==> src/rtl/accel_avg_multi.sv <==
// Multi-channel boxcar moving-average filter for accelerometer samples.
// One shared add/subtract datapath visits the channels in turn.
// Ports:
//   clk_i            system clock
//   rst_i            synchronous reset, active-high
//   sample_valid_i   one-cycle strobe, sample_data_i valid this cycle
//   sample_data_i    packed samples, channel k at [k*DATA_W +: DATA_W]
//   clear_overrun_i  clears the sticky overrun flag
//   filtered_data_o  packed averages, same packing as sample_data_i
//   filtered_valid_o one-cycle strobe, new data while primed
//   primed_o         high once TAPS sets have been accepted
//   busy_o           high while a sample set is in flight
//   overrun_o        sticky: a strobe was dropped while busy
module accel_avg_multi #(
  parameter int NUM_CH = 3,
  parameter int DATA_W = 16,
  parameter int TAPS   = 8
) (
  input  logic                     clk_i,
  input  logic                     rst_i,
  input  logic                     sample_valid_i,
  input  logic [NUM_CH*DATA_W-1:0] sample_data_i,
  input  logic                     clear_overrun_i,
  output logic [NUM_CH*DATA_W-1:0] filtered_data_o,
  output logic                     filtered_valid_o,
  output logic                     primed_o,
  output logic                     busy_o,
  output logic                     overrun_o
);

  localparam int SH    = $clog2(TAPS);
  localparam int SUM_W = DATA_W + SH;
  localparam int CH_W  = (NUM_CH > 1) ? $clog2(NUM_CH) : 1;
  localparam int CNT_W = SH + 1;

  localparam logic [CH_W-1:0]  LAST_CH  = CH_W'(NUM_CH - 1);
  localparam logic [CNT_W-1:0] FULL_CNT = CNT_W'(TAPS);

  typedef enum logic [1:0] {
    S_IDLE,
    S_PROC,
    S_DONE
  } state_e;

  state_e state_q, state_d;

  logic [CH_W-1:0]  ch_q, ch_d;
  logic [SH-1:0]    wr_ptr_q;
  logic [CNT_W-1:0] fill_q;
  logic [CNT_W-1:0] fill_nxt;

  logic [DATA_W-1:0]       cap_q  [NUM_CH];
  logic [DATA_W-1:0]       hist_q [NUM_CH][TAPS];
  logic signed [SUM_W-1:0] sum_q  [NUM_CH];
  logic [DATA_W-1:0]       avg    [NUM_CH];

  logic [NUM_CH*DATA_W-1:0] fd_q;
  logic fv_q;
  logic primed_q;
  logic ovr_q;

  logic accept;
  logic drop;
  logic busy;

  logic [DATA_W-1:0]       new_s;
  logic [DATA_W-1:0]       old_s;
  logic signed [SUM_W-1:0] new_ext;
  logic signed [SUM_W-1:0] old_ext;

  assign busy = (state_q != S_IDLE);

  always_comb begin
    state_d = state_q;
    ch_d    = ch_q;
    accept  = 1'b0;
    unique case (state_q)
      S_IDLE: begin
        if (sample_valid_i) begin
          accept  = 1'b1;
          ch_d    = '0;
          state_d = S_PROC;
        end
      end
      S_PROC: begin
        if (ch_q == LAST_CH) begin
          state_d = S_DONE;
        end else begin
          ch_d = ch_q + 1'b1;
        end
      end
      S_DONE: begin
        state_d = S_IDLE;
      end
      default: begin
        state_d = S_IDLE;
      end
    endcase
  end

  // A strobe arriving mid-set is discarded, never queued.
  assign drop = sample_valid_i && busy;

  assign new_s   = cap_q[ch_q];
  assign old_s   = hist_q[ch_q][wr_ptr_q];
  assign new_ext = {{SH{new_s[DATA_W-1]}}, new_s};
  assign old_ext = {{SH{old_s[DATA_W-1]}}, old_s};

  assign fill_nxt = (fill_q == FULL_CNT) ? fill_q : fill_q + 1'b1;

  // Arithmetic shift floors toward -inf.
  always_comb begin
    for (int k = 0; k < NUM_CH; k++) begin
      avg[k] = DATA_W'(sum_q[k] >>> SH);
    end
  end

  always_ff @(posedge clk_i) begin
    if (rst_i) begin
      state_q  <= S_IDLE;
      ch_q     <= '0;
      wr_ptr_q <= '0;
      fill_q   <= '0;
      fd_q     <= '0;
      fv_q     <= 1'b0;
      primed_q <= 1'b0;
      ovr_q    <= 1'b0;
      for (int k = 0; k < NUM_CH; k++) begin
        cap_q[k] <= '0;
        sum_q[k] <= '0;
        for (int t = 0; t < TAPS; t++) begin
          hist_q[k][t] <= '0;
        end
      end
    end else begin
      state_q <= state_d;
      ch_q    <= ch_d;
      fv_q    <= 1'b0;

      if (accept) begin
        for (int k = 0; k < NUM_CH; k++) begin
          cap_q[k] <= sample_data_i[k*DATA_W +: DATA_W];
        end
      end

      if (state_q == S_PROC) begin
        sum_q[ch_q] <= sum_q[ch_q] + new_ext - old_ext;
        hist_q[ch_q][wr_ptr_q] <= new_s;
      end

      if (state_q == S_DONE) begin
        // TAPS is a power of two, so the pointer wraps naturally.
        wr_ptr_q <= wr_ptr_q + 1'b1;
        fill_q   <= fill_nxt;
        for (int k = 0; k < NUM_CH; k++) begin
          fd_q[k*DATA_W +: DATA_W] <= avg[k];
        end
        if (fill_nxt == FULL_CNT) begin
          fv_q     <= 1'b1;
          primed_q <= 1'b1;
        end
      end

      // Set beats clear.
      if (drop) begin
        ovr_q <= 1'b1;
      end else if (clear_overrun_i) begin
        ovr_q <= 1'b0;
      end
    end
  end

  assign filtered_data_o  = fd_q;
  assign filtered_valid_o = fv_q;
  assign primed_o         = primed_q;
  assign busy_o           = busy;
  assign overrun_o        = ovr_q;

endmodule

==> config.mk <==
export PLATFORM = sky130hd
export DESIGN_NAME = accel_avg_multi
export DESIGN_NICKNAME = d
export VERILOG_FILES = /design/src/rtl/accel_avg_multi.sv
export SDC_FILE = /design/constraint.sdc
export NUM_CORES = 1
export LEC_CHECK = 0
export CORE_MARGIN = 5
export CORE_UTILIZATION = 40
export DETAILED_ROUTE_END_ITERATION = 6
export PLACE_DENSITY = 0.58
export REMOVE_ABC_BUFFERS = 1
export SYNTH_ARGS = -nofsm -noshare
export SYNTH_HDL_FRONTEND = slang
export SYNTH_SLANG_ARGS = --single-unit
==> constraint.sdc <==
create_clock -name clk_i -period 6 [get_ports clk_i]
set_input_delay 1.2 -clock clk_i [delete_from_list [all_inputs] [get_ports clk_i]]
set_output_delay 1.2 -clock clk_i [all_outputs]
set_load 0.01 [all_outputs]
==> After elaboration in Yosys (flattened, before gate mapping) <==
Memories as Yosys holds them, arrays and structs flattened. A register that Yosys moved wholly into a read port is not among the register bits.
Cells that the tools add are included.
Widths: inputs -> output; s select.
{ "word_totals": {"reg_bits": 14, "ramBits": 489, "elab_cells": 83, "mem_count": 3} }
{ "mem_list": {"columns": ["memory", "words", "width", "rd", "rd_clocked_by_memory_dff", "wr", "line_no", "source"], "rows": [
  ["hist_q", 3, 128, 1, 1, 3, "53", "logic [DATA_W-1:0] hist_q [NUM_CH][TAPS];"],
  ["sum_q", 3, 19, 4, 4, 3, "54", "logic signed [SUM_W-1:0] sum_q [NUM_CH];"],
  ["cap_q", 3, 16, 1, 1, 3, "52", "logic [DATA_W-1:0] cap_q [NUM_CH];"]
]} }
{ "op_classes": {"add_sub_neg": 5, "magnitude_cmp": 2, "eq_ne": 8, "n_mux": 41, "bitwise_logic": 5, "reduce_logical": 12} }
{ "ops": {"columns": ["cell", "n"], "rows": [
  ["$mux 128", 3],
  ["$reduce_or 128->1", 1],
  ["$mux 16", 6],
  ["$bmux 16 s3", 1],
  ["$demux 16 s3", 1],
  ["$mux 2", 12],
  ["$add 19x16->19", 1],
  ["$mux 19", 1],
  ["$reduce_or 19->1", 1],
  ["$sub 19x16->19", 1],
  ["$mux 1", 14],
  ["$eq 4x4->1 const B", 2],
  ["$pmux 2 s2", 2],
  ["$ne 2x2->1 const B", 3],
  ["$reduce_bool 2->1", 3],
  ["$add 4x1->4 const B", 1],
  ["$eq 2x2->1 const B", 2],
  ["$ge 4x4->1 const B", 1],
  ["$lt 4x1->1 const B", 1],
  ["$mux 4", 1],
  ["$not 3->4", 1],
  ["$reduce_and 2->1", 2],
  ["$add 3x1->3 const B", 1],
  ["$or 1x1->1", 3],
  ["other kinds (7)", 8]
]} }

==> Longest topological paths before layout <==
Gate-level depths: netlist of the first run.
{ "logic_depth": {"depth_word": 8, "depth_mapped": 17, "mapped_depth_nobuf": 15} }

==> Least setup slack after synthesis of the first run <==
No wires, ideal clock.
{ "synth_timing": {"path_kind": "flip-flop to flip-flop", "start": "register with a tool-made name", "end": "memory sum_q[0][16] in the netlist's numbering (data pin)", "t_arrival_ns": 4.110, "required_time_ns": 5.740, "slack_ns": 1.630, "stages_incl_launch_ff": 16, "cell_sequence": "dfxtp_1 -> buf_6 -> buf_2 -> buf_2 -> mux4_2 -> a22oi_1 -> nand4_1 -> fa_1 -> inv_1 -> fa_1 -> a21o_1 -> a221o_1 -> a32o_1 -> a211o_1 -> xnor2_2 -> nor2_1"} }
{ "synth_rtl": {"columns": ["item", "line_no"], "rows": [
  ["to (decl)", "54"]
]} }

==> results of run 1 <==
metal layers:
metal | GRT usage | up-vias | wire [um]
met4 | 0.0744 | 0 | 3580
met3 | 0.0384 | 158 | 6550
li1 | - | 7759 | -
met2 | 0.336 | 801 | 41000
met5 | 0 | - | 0
met1 | 0.284 | 9225 | 35000
cells in the final DEF (no fill, tap or decap), types with 6 or more instances in the layout:
| master | count |
|---|---|
| xor2_1 | 7 |
| nor2_1 | 219 |
| clkbuf_1 | 24 |
| nand2_4 | 16 |
| o21ai_1 | 6 |
| ha_1 | 27 |
| a21o_1 | 9 |
| a32oi_1 | 15 |
| dfxtp_1 | 62 |
| nor2_2 | 146 |
| a22oi_1 | 38 |
| o21ai_0 | 14 |
| edfxtp_1 | 636 |
| mux2i_1 | 19 |
| clkinv_1 | 12 |
| nand4_1 | 11 |
| xnor2_1 | 13 |
| buf_4 | 82 |
| inv_1 | 87 |
| a21oi_1 | 91 |
| clkdlybuf4s50_1 | 102 |
| nand3_1 | 8 |
| and2_1 | 55 |
| clkbuf_16 | 79 |
| and3_1 | 12 |
| nand2_1 | 159 |
| nand2b_1 | 19 |
| fa_1 | 18 |
| mux4_2 | 147 |
per-stage QoR:
stage               instances  power, W   util  hold WS [ns]
finish                   3254    0.0120  0.464         0.453
global route             3254    0.0124  0.464         0.470
CTS                      3254    0.0121  0.464         0.455
detailed placement       3119   0.00747  0.432         0.448
global placement         3119   0.00745  0.432         0.445
floorplan                1900   0.00693      -         0.460
flip-flops by register name, summed over array words and instances, names as in the netlist, named ones only:
| name | count |
|---|---|
| fill_q | 4 |
| cap_q | 48 |
| ch_q | 2 |
| filtered_data_o | 48 |
| overrun_o | 1 |
| sum_q | 76 |
| wr_ptr_q | 3 |
| filtered_valid_o | 1 |
| hist_q | 512 |
| state_q | 2 |
| primed_o | 1 |
final cells by class:
type                            instances  area, sq um  area share
Inverter                               89          334     0.00947
Timing Repair Buffer                  189         1720      0.0488
Clock inverter                         27          294     0.00834
Clock buffer                          108         2140      0.0606
Multi-Input combinational cell       1111         9110       0.258
Sequential cell                       700        20400       0.578
Tap cell                             1030         1290      0.0365
cell families (layout without fill, tap and decap cells):
kind of cell	count (synthesis)	in the layout
compound gates	204	204
xor+xnor	21	21
fa+ha+maj	45	45
buf+inv	231	413
flops	700	700
mux	167	167
simple gates	674	674
worst reg2reg max path, cell delays in order (launching register included):
cell      delay (ns)
dfxtp_4         0.71
buf_12          0.42
mux4_2          0.59
a22oi_1         0.58
nand4_1         0.35
fa_1            0.58
inv_1           0.05
ha_1            0.38
and2_1          0.21
a21boi_0        0.14
o21a_1          0.21
o221a_2         0.29
xnor2_1         0.31
nor2_1          0.09
where the power goes:
group,internal (W),switching [W]
Clock,0.00267,0.00193
Sequential,0.00558,0.0000757
Combinational,0.000632,0.00109
Total,0.00888,0.00310
path summary, 6_finish.rpt:
kind                                     startpoint                  end  slack [ns]
worst min-delay path            filtered_data_o[18]  filtered_data_o[18]        0.45
worst min register to register  filtered_data_o[18]  filtered_data_o[18]        0.45
worst max-delay path                      flip-flop         sum_q[0][18]        0.84
worst max register to register            flip-flop         sum_q[0][18]        0.84
==> run metrics, run 1 <==
outcome completed; post-synthesis mux area share 0.115; CTS tree yes; antenna viol nets, final 0; I/O pins 104; Post-CTS Setup Repair Bufs 0; Max Clock Freq 194 MHz; Seq cells post-synth 700; vias 17,900; worst path arrival time 5.52 ns; Final Setup Violations 0; CTS sink count 700; worst hold path type flip-flop to flip-flop; core area 0.0759 sq mm; post-synthesis sequential area ratio 0.666; critical path peak fanout 43; ratio of total power to cell area 339 mW/mm^2; fin nets 2,264; Min-Delay Path Depth 2; Worst path max stage delay 0.71 ns; DRC Markers 0; Tmin final 5.16 ns; Crit path required time 6.36 ns; Synth-to-Final Area Change 15.3%; chip width 287 um; DRT iter0 DRCs 1,817; antenna violations before repair 2; post-synthesis compound-gate area fraction 0.0429; leading area contributor after synthesis edfxtp_1; largest family of logic cells by synthesized area multiplexers; CTS clk-pin slew, worst paths 0.06 ns; die outline height 287 um; post-detail-place hpwl 55,900 um; Pre-antenna DRT Iters 5; gpl congestion 0.928; synth cell count leaders edfxtp_1, nor2_1, nand2_1, mux4_2, nor2_2; Final Instance Area 0.0353 sq mm; Worst Skew 0.0238 ns; I/O Buffers 103; crit path buf inv count 2; RSZ-0062 raised after global routing no; number of fill cells 6,566; most frequent cell after synthesis edfxtp_1; Tightest Pin Transition 1.17 ns; CTS-repair resized insts 0; Die ar. 0.0821 sq mm; worst relative slew slack 0.222; Simple-Gate Fraction of Synth Area 0.110; synth unique cells 60; clock root buffer clkbuf_16; Clock Latency Late Sink 0.63 ns; FF-to-FF path depth 13; number of hold buffers added after CTS 0; layout cell share with drive strength beyond 1 0.232; critical-path cell list buf_12 > mux4_2 > a22oi_1 > nand4_1 > fa_1 > inv_1 > ha_1 > and2_1 > a21boi_0 > o21a_1 > o221a_2 > xnor2_1 > nor2_1; top cells by area, synth edfxtp_1, mux4_2, dfxtp_1, nor2_2, nor2_1; htree depth 3; Lkg Pwr 12.1 nW; CP top delay family compound AO/OA/AOI/OAI gates; largest net degree at the start of global routing 69; max-slew violations 0; vias in the first global route 18,200; pre-CTS setup slack 0.954 ns; n_diodes 0; DR WL/cell 26.5 um; fin worst setup slack 0.844 ns; XOR/XNOR share of the synthesized area 0.00626; number of synthesized flops with an enable pin 636; Overflow after GRT 0; Post-DP Area 0.0328 sq mm; Synth Area per Inst 15.0 sq um; Tcrit/Tclk final 0.859; CP Launch Type flip-flop; first-pass GRT wire length 126,000 um; asr flop ratio synth 0; Synth Area in Adders 0.0228; CP Class flip-flop to flip-flop; VDD IR max 0.000188 V; CP Depth 13; Starting Density 0.403; Cell Area, Synth 0.0306 sq mm; crit path max-delay cell type dfxtp_4; top cell type's share of synthesized area 0.624; TNS Setup 0 ns; CTS buffer count 76; final hold violations 0; Worst Setup End Kind flip-flop; routed wire length 86,200 um; Max Cap Viol 0; synth warn 0; gr usage total 0.208; vias per cell 5.51; Synth Flop Type edfxtp_1; Syn Inst Count 2,042; Max Root-Sink Buffers 3; # rows 101
Power figures use the tool's default switching activity.
==> inputs of run 2 (changes only) <==
- TNS_END_PERCENT: not set -> 20
==> results of run 2 <==
Final layout, timing and power as in run 1 (identical DEF).
